--- src/rtl/program_memory_loader.sv ---
// Program memory loader: assembles a little-endian byte stream into instruction
// words and writes them to consecutive program-memory addresses.
module program_memory_loader #(
  parameter int MEMORY_DEPTH = 64,
  parameter int DATA_WIDTH   = 32,
  localparam int AW          = $clog2(MEMORY_DEPTH)
) (
  input  logic                  clk,
  input  logic                  reset,
  input  logic                  start_i,
  input  logic [AW:0]           length_i,
  input  logic [7:0]            byte_i,
  input  logic                  byte_valid_i,
  output logic                  byte_ready_o,
  output logic                  we_o,
  output logic [AW-1:0]         waddr_o,
  output logic [DATA_WIDTH-1:0] wdata_o,
  output logic                  busy_o,
  output logic                  done_o,
  output logic                  error_o,
  output logic [AW:0]           word_count_o
);

  localparam int BPW = DATA_WIDTH / 8;
  localparam int BIW = (BPW > 1) ? $clog2(BPW) : 1;
  localparam logic [AW:0]    DEPTH_L   = (AW + 1)'(MEMORY_DEPTH);
  localparam logic [BIW-1:0] LAST_BYTE = BIW'(BPW - 1);

  typedef enum logic [1:0] {
    IDLE  = 2'd0,
    RECV  = 2'd1,
    WRITE = 2'd2,
    DONE  = 2'd3
  } state_t;

  state_t         state_q, state_d;
  logic [AW:0]    len_q, len_d;
  logic [AW:0]    count_q, count_d;
  logic [AW-1:0]  addr_q, addr_d;
  logic [BIW-1:0] idx_q, idx_d;
  logic           error_q, error_d;
  logic           accept;

  assign accept = (state_q == RECV) && byte_valid_i;

  always_ff @(posedge clk) begin
    if (reset) begin
      state_q <= IDLE;
      len_q   <= '0;
      count_q <= '0;
      addr_q  <= '0;
      idx_q   <= '0;
      error_q <= 1'b0;
    end else begin
      state_q <= state_d;
      len_q   <= len_d;
      count_q <= count_d;
      addr_q  <= addr_d;
      idx_q   <= idx_d;
      error_q <= error_d;
    end
  end

  always_comb begin
    state_d = state_q;
    len_d   = len_q;
    count_d = count_q;
    addr_d  = addr_q;
    idx_d   = idx_q;
    error_d = error_q;
    case (state_q)
      IDLE: begin
        if (start_i) begin
          if (length_i > DEPTH_L) begin
            error_d = 1'b1;
          end else begin
            error_d = 1'b0;
            len_d   = length_i;
            count_d = '0;
            addr_d  = '0;
            idx_d   = '0;
            state_d = (length_i == '0) ? DONE : RECV;
          end
        end
      end
      RECV: begin
        if (byte_valid_i) begin
          if (idx_q == LAST_BYTE) begin
            state_d = WRITE;
          end else begin
            idx_d = idx_q + BIW'(1);
          end
        end
      end
      WRITE: begin
        count_d = count_q + (AW + 1)'(1);
        idx_d   = '0;
        // The address stops at the last written word so a full load never wraps.
        if (count_q + (AW + 1)'(1) == len_q) begin
          state_d = DONE;
        end else begin
          state_d = RECV;
          addr_d  = addr_q + AW'(1);
        end
      end
      DONE: begin
        state_d = IDLE;
      end
      default: begin
        state_d = IDLE;
      end
    endcase
  end

  // One byte lane per generate iteration; lane k captures the k-th byte of a word.
  for (genvar gi = 0; gi < BPW; gi++) begin : g_lane
    logic [7:0] lane_q;
    always_ff @(posedge clk) begin
      if (reset) begin
        lane_q <= '0;
      end else if (accept && (idx_q == BIW'(gi))) begin
        lane_q <= byte_i;
      end
    end
    assign wdata_o[8*gi +: 8] = lane_q;
  end

  assign byte_ready_o = (state_q == RECV);
  assign we_o         = (state_q == WRITE);
  assign done_o       = (state_q == DONE);
  assign busy_o       = (state_q != IDLE);
  assign waddr_o      = addr_q;
  assign error_o      = error_q;
  assign word_count_o = count_q;

endmodule

--- config.mk ---
export PLATFORM = sky130hd
export DESIGN_NAME = program_memory_loader
export DESIGN_NICKNAME = d
export VERILOG_FILES = /design/src/rtl/program_memory_loader.sv
export SDC_FILE = /design/constraint.sdc
export NUM_CORES = 1
export LEC_CHECK = 0
export ABC_AREA = 0
export CORE_ASPECT_RATIO = 1.5
export CORE_UTILIZATION = 50
export CTS_BUF_LIST = sky130_fd_sc_hd__clkbuf_8 sky130_fd_sc_hd__clkbuf_16
export CTS_CLUSTER_SIZE = 8
export DETAILED_ROUTE_END_ITERATION = 8
export PLACE_DENSITY = 0.81
export REMOVE_ABC_BUFFERS = 1
export SYNTH_ARGS = -nofsm -noshare
export SYNTH_HDL_FRONTEND = slang
export SYNTH_SLANG_ARGS = --single-unit
--- constraint.sdc ---
create_clock -name clk -period 4.3 [get_ports clk]
set_input_delay 0.86 -clock clk [delete_from_list [all_inputs] [get_ports clk]]
set_output_delay 0.86 -clock clk [all_outputs]
set_load 0.05 [all_outputs]
# Word-level counts from Yosys, hierarchy flattened
# Index checks and enable logic that the tools add are counted.
# totals
ff_bits	57
out_inout_bits	50
elab_cells	65
# classes
n_addsub	3
n_lt_le_gt_ge	1
n_eq_ne	13
n_mux	20
bitwise	1
n_reduce_logical	17
# op_table
op	count
$mux 2	10
$mux 6	3
$mux 7	2
$pmux 7 s2	1
$pmux 6 s2	1
$ne 2x2->1 const B	5
$eq 2x2->1 const B	4
$pmux 2 s4	1
$reduce_and 4->1	2
$add 7x1->7 const B	1
$eq 7x7->1	1
$gt 7x7->1 const B	1
$logic_not 7->1	1
$add 6x1->6 const B	1
$pmux 2 s3	1
$reduce_and 3->1	2
$logic_and 1x1->1	5
$reduce_and 5->1	1
$eq 2x1->1 const B	2
$logic_not 2->1	2
$reduce_bool 2->1	2
$reduce_bool 3->1	1
$add 2x1->2 const B	1
$ne 2x1->1 const B	1
other kinds (3)	3

# Logic depth before layout (Yosys ltp)
# depth
ltp_word	5
ltp_mapped	8
ltp_nobuf	6

# Least setup slack after synthesis
# OpenSTA, ideal clock, no wires.
# synth_path
path_kind	register -> register
startpoint	register count_q[0], in the netlist word_count_o[0]
endpoint	register state_q[1]
setup_time_ps	103
t_arrival_ps	2533
required_time_ps	4197
path_slack_ps	1663
stages_incl_launch_ff	7
path_buffers	0
cell_sequence	dfxtp_1 > ha_1 > nand3_2 > or3_4 > a2111oi_4 > a31oi_1 > a2111oi_2
# synth_between
elab_chain_len	4
# synth_lines
item	line	rtl
start: declaration	38	logic [AW:0] count_q, count_d;
start signal: assignment	57	count_q <= count_d;
$add 7x1->7	99	if (count_q + (AW + 1)'(1) == len_q) begin
$eq 7x7->1	99	
$mux 2	99	
$pmux 2 s4	71	case (state_q)
end signal: assignment	55	state_q <= state_d;
end: declaration	36	state_t state_q, state_d;
# Every way passes these cells.
# A chain may end at the register's enable or synchronous reset.

# Worst setup path in the final report
# layout_path
startpoint	register state_q[0]
endpoint	output port byte_ready_o
# layout_between
elab_chain_len	1
# layout_lines
item	line	rtl
$eq 2x1->1	128	assign byte_ready_o = (state_q == RECV);
end: declaration	14	output logic byte_ready_o,
# Every way passes these cells.

==> results_dict.tcl <==
set metrics [dict create \
    n_antenna_cell 0 \
    period_share 0.699 \
    numCtsBuffers 9 \
    placeableCoreArea_um2 4850 \
    power_frac_seq 0.434 \
    ys_seq_elements 57 \
    wl_per_cell_um 13.5 \
    min_from "g_lane[1].lane_q[5]" \
    holdPathStages 2 \
    vias_per_cell 5.32 \
    setup_viol 0 \
    post_cts_buffers 0 \
    cts_buffer_depth 2 \
    hold_buffers 0 \
    gp_congestion 0.788 \
    internal_power_mw 0.939 \
    root_buffer "clkbuf_8" \
    io_buffers 68 \
    clk_pin_slew_worst_paths_ns 0.06 \
    antenna_found_initial 0 \
    dr.first_iter.drc_count 124 \
    yosys_warnings 0 \
    cts_tree "yes" \
    vias 2340 \
    grtUsageTotal 0.243 \
    drc 0 \
    first_pass_iters 4 \
    clock.fmax_mhz 333 \
    clock_latency_ns 0.34 \
    relSlewSlack 0.484 \
    layout_common_cells "84 x nand2_1, 68 x clkdlybuf4s50_1, 57 x dfxtp_1" \
    finalHoldViolCount 0 \
    htreeDepth 3 \
    ys_types 45 \
    grt_pass1_wl_um 9600 \
    synth-main-ff-cell "dfxtp_1" \
    utilization 0.712 \
    die-area_um2 5350 \
    routed_wl_um 5940 \
    skew_ns 0.00740 \
    die_y_um 89.1 \
    required_ns 3.44 \
    final_nets 394 \
    grt_max_degree 54 \
    p_leak_nw 1.24 \
    p_per_area_nw_per_um2 374 \
    ios 69 \
    synth_cells 305 \
    rr_endpoint "state_q[1]" \
    synth_top_area_share 0.451 \
    reg2reg_depth 6 \
    drv_slew 0 \
    die_x_um 60.1 \
    hold_class "flop to flop" \
    seq_area_frac_synth 0.451 \
    worst_setup_path_end_kind "output port" \
    grt_pass1_vias 2150 \
    rrSetupSlack_ns 1.75 \
    yosys.area.top_type "dfxtp_1" \
    timing.rr.start "word_count_o[0]" \
    p_sw_frac 0.273 \
    synthTopCellsByArea "dfxtp_1 45%, nand2_1 12%, a21oi_1 8.7%" \
    worst_ep_arrival_time_ns 2.15 \
    avgSynthCellArea_um2 8.29 \
    critPathKind "flop to output port" \
    holdPathEnd "g_lane[1].lane_q[5]" \
    mostFrequentLayoutCell "nand2_1" \
    rsz0062_at_grt "false" \
    outcome "completed" \
    p_comb_frac 0.158 \
    dp_hpwl_um 4340 \
    fin_crit_ns 3.01 \
    tns_ns 0 \
    syn2layout_area_growth_pct 36.5 \
    clock-sinks 57 \
    syn_area_um2 2530 \
    p_sw_mw 0.353 \
    ir_drop_mv 0.296 \
    drv_cap 0 \
    cts_resized 0 \
    synth_edf_count 0 \
    worst_slew_pin_slew_ns 0.774 \
    cp_max_fo 9 \
    synthArstFlopShare 0 \
    drive_gt1_frac 0.0695 \
    initial_utilization 0.522 \
    final_antenna_net_count 0 \
    clkPwrFrac 0.408 \
    rows 31 \
    crit_path_start_kind "flop" \
    grt_overflow_total 0 \
]
-- cell families (layout without fill, tap and decap cells) --
kind of cell	after synthesis	count (layout)	share of synthesized area
adder cells (fa/ha/maj)	6	6	0.0297
XOR/XNOR	9	9	0.0312
multiplexers	12	12	0.0475
AND/OR/NAND/NOR	127	127	0.228
buffers and inverters	23	92	0.0351
flip-flops	57	57	0.451
AO/OA/AOI/OAI	71	71	0.177
-- stage by stage --
stage / instance area (µm²) / power (mW) / hold WS [ns] / std cells / setup slack, ns
after floorplan: 2460 / 0.694 / 0.484 / 288 / 1.65
after global placement: 3240 / 0.771 / 0.442 / 424 / 1.28
after detailed placement: 3240 / 0.775 / 0.446 / 424 / 1.25
after CTS: 3450 / 1.30 / 0.454 / 440 / 1.25
after global routing: 3450 / 1.34 / 0.473 / 440 / 1.14
final: 3450 / 1.29 / 0.452 / 440 / 1.29
-- how the worst max path moves through the flow --
stage | cells after the start | to | from
floorplan | 6 | state_q[1] | word_count_o[0]
global placement | 6 | word_count_o[2] | length_i[2]
detailed placement | 6 | word_count_o[3] | length_i[2]
CTS | 2 | byte_ready_o | state_q[0]
global route | 2 | byte_ready_o | state_q[0]
finish | 2 | byte_ready_o | state_q[0]
-- power by group through the flow --
stage                     logic, mW  registers [mW]  clock network, mW
after CTS                     0.204           0.560              0.538
after global routing          0.219           0.563              0.557
after detailed placement      0.203           0.572                  0
final                         0.204           0.560              0.528
after floorplan              0.0974           0.597                  0
after global placement        0.200           0.571                  0
-- cell type report --
type,instances,area (µm²)
clock buffers,9,124
clock inverters,7,86.3
fillers,395,1400
inverters,6,22.5
multi-input cells,225,1300
flip-flops and latches,57,1140
well taps,66,82.6
repair buffers,70,696
-- Yosys cell counts (3+ instances only) --
master and n:
dfxtp_1 57, nand2_1 84, ha_1 6, nor2_1 13, a311oi_1 3, inv_1 6, o21ai_0 4, clkbuf_1 14
a211oi_1 4, a21oi_1 44, xor2_1 3, a31oi_1 3, xnor2_1 6, and3_1 6, nand2b_1 6, mux2i_1 12
-- flip-flops by register name, summed over array words and instances, names as in the netlist --
register	cells
state_q	2
error_o	1
word_count_o	7
g_lane.lane_q	32
waddr_o	6
len_q	7
idx_q	2
-- worst max-delay path: stages, from the launching register on --
cell and delay, ns:
dfxtp_1 0.46, nor2b_1 0.45, clkdlybuf4s50_1 0.91
-- routing by layer --
metal,vias to the layer above,share of wire,track usage
met4,0,0.040,0.142
met1,1063,0.41,0.264
met3,19,0.059,0.0738
li1,1168,-,-
met5,-,0,0
met2,90,0.49,0.410
No activity file was read; power rests on OpenSTA's default activity.
==> variant: new RTL, config.mk and constraints unchanged <==
The parameter `DATA_WIDTH` goes from 32 to 16.
--- a/src/rtl/program_memory_loader.sv
+++ b/src/rtl/program_memory_loader.sv
@@ -2,7 +2,7 @@
 // words and writes them to consecutive program-memory addresses.
 module program_memory_loader #(
   parameter int MEMORY_DEPTH = 64,
-  parameter int DATA_WIDTH   = 32,
+  parameter int DATA_WIDTH   = 16,
   localparam int AW          = $clog2(MEMORY_DEPTH)
 ) (
   input  logic                  clk,
Ports: changed (resized wdata_o); port bits go from 69 to 53. No check against the original RTL was run, so the function may have changed too.
==> variant against the unedited design <==
  * Wire length decreased by 22%
  * Synthesized area decreased by 21%
  * Count of clock-buffer cells in the layout is 4 lower
  * Sequential cell count shrank 17
  * Fmax is 3.6% higher
  * Die area shrank 21%
  * Highest routed layer unchanged
  * Critical path type unchanged
  * Final area shrank 22%
  * Setup slack improved by 100 ps
  * Clock skew fell by 3.1 ps
  * Worst hold slack improved by 38 ps
Power is not compared: it rests on default switching activity, and its combinational part moved more than twofold at a synthesized area within 25%.
==> variant: results (changes against the unedited design) <==
Parameter                              Value

Placed design
  Sum of net half-perimeters after detailed placement ... 3320 µm (was 4340 µm)
  Post-place setup slack ... 1540 ps (was 1250 ps)
  Final RePlAce weighted congestion ... 0.777 (was 0.788)
  Total placed cells including tap cells ... 304 (was 424)
  IO Port Bufs ... 52 (was 68)

Synthesis
  Commonest cells post-synth ... sky130_fd_sc_hd__dfxtp_1 (40), sky130_fd_sc_hd__nor2_1 (26), sky130_fd_sc_hd__mux2i_1 (18), sky130_fd_sc_hd__nand2_1 (18), sky130_fd_sc_hd__nand3_1 (12) (was sky130_fd_sc_hd__nand2_1 (84), sky130_fd_sc_hd__dfxtp_1 (57), sky130_fd_sc_hd__a21oi_1 (44))
  Distinct cell type count after synthesis ... 41 (was 45)
  Share of synthesized area spent on multiplexers ... 0.0903 (was 0.0475)
  Parity-gate share of the synthesized area counting xor and xnor cells ... 0.0520 (was 0.0312)
  Gate Count Post-Synth ... 218 (was 305)
  Adder-cell share of the synthesized area ... 0.0376 (was 0.0297)
  Cell types occupying the most area after synthesis ... sky130_fd_sc_hd__dfxtp_1 (40%), sky130_fd_sc_hd__mux2i_1 (9.0%), sky130_fd_sc_hd__nor2_1 (4.9%), sky130_fd_sc_hd__ha_1 (3.8%), sky130_fd_sc_hd__xnor2_1 (3.5%) (was sky130_fd_sc_hd__dfxtp_1 (45%), sky130_fd_sc_hd__nand2_1 (12%), sky130_fd_sc_hd__a21oi_1 (8.7%), sky130_fd_sc_hd__mux2i_1 (4.8%), sky130_fd_sc_hd__ha_1 (3.0%))
  Fraction of the yosys area taken by sequential cells ... 0.401 (was 0.451)

Die
  FP Rows ... 27 (was 31)

Detailed routing
  Starting DRC count in detailed routing ... 57 (was 124)
  Average via count per standard cell ... 5.83 (was 5.32)
  Routed len/inst ... 14.9 µm (was 13.5 µm)

Final layout
  Final nets ... 293 (was 394)
  Layout sequential cell count ... 40 (was 57)
  Max FFs per register ... 16 (was 32)
  Number of multi-input combinational cells in the layout ... 159 (was 225)
  Final std cells w/o fill ... 312 (was 440)
  Layout Utilization ... 0.719 (was 0.712)
  Fillers ... 303 (was 395)
  Sequential share of cell area ... 0.297 (was 0.331)
  Fraction of final layout cells sized beyond drive strength 1 ... 0.0781 (was 0.0695)
  Layout clock area frac ... 0.0589 (was 0.0609)
  Nonclk buf count ... 54 (was 70)

Pwr
  Total Power ... around 1.3 mW

Timing
  Post-route clock skew ... 4.32 ps (was 7.40 ps)

Critical path
  Max Fanout on Critical Path ... 8 (was 9)
  Max incr delay on CP ... 820 ps (was 910 ps)
  Worst endpoint data arrival time ... 2040 ps (was 2150 ps)

Outcome
  Status ... completed (unchanged)

Global routing
  Combined global-route utilization of all metal layers ... 0.248 (was 0.243)
  Global-route wire length before repair ... 7760 µm (was 9600 µm)
  Via count of the first global-routing pass ... 1786 (was 2150)
  Largest net degree at the start of global routing ... 24 (was 54)

Clock network
  Clock-pin slew reported for the worst setup and hold paths after clock tree synthesis ... 80 ps (was 60 ps)
==> variant: cell count changes after synthesis, sizes merged, moves of 4 or more <==
cell     before  now
a21oi        44   10
o2bb2ai       0    4
nor4b         0    4
a31oi         3    8
mux2i        12   18
clkbuf       15    9
nand2        85   18
nor2         13   26
nand3         3   12
dfxtp        57   40
nand3b        1    6
nand2b        6    0
==> variant: worst paths after layout <==
kind         startpoint    endpoint  slack (ps)  cells after the start
max          state_q[0]      busy_o        1400                      4
min          waddr_o[5]  waddr_o[5]         490                      2
max reg2reg  state_q[0]  waddr_o[2]        2110                      7
min reg2reg  waddr_o[5]  waddr_o[5]         490                      2
==> variant: per-layer routing <==
layer  vias to the layer above  GRT usage  part of all wire
li1                        886          -                 -
met3                        16     0.0705             0.058
met2                        77      0.424              0.50
met5                         -          0                 0
met1                       839      0.268              0.40
met4                         0      0.121             0.036
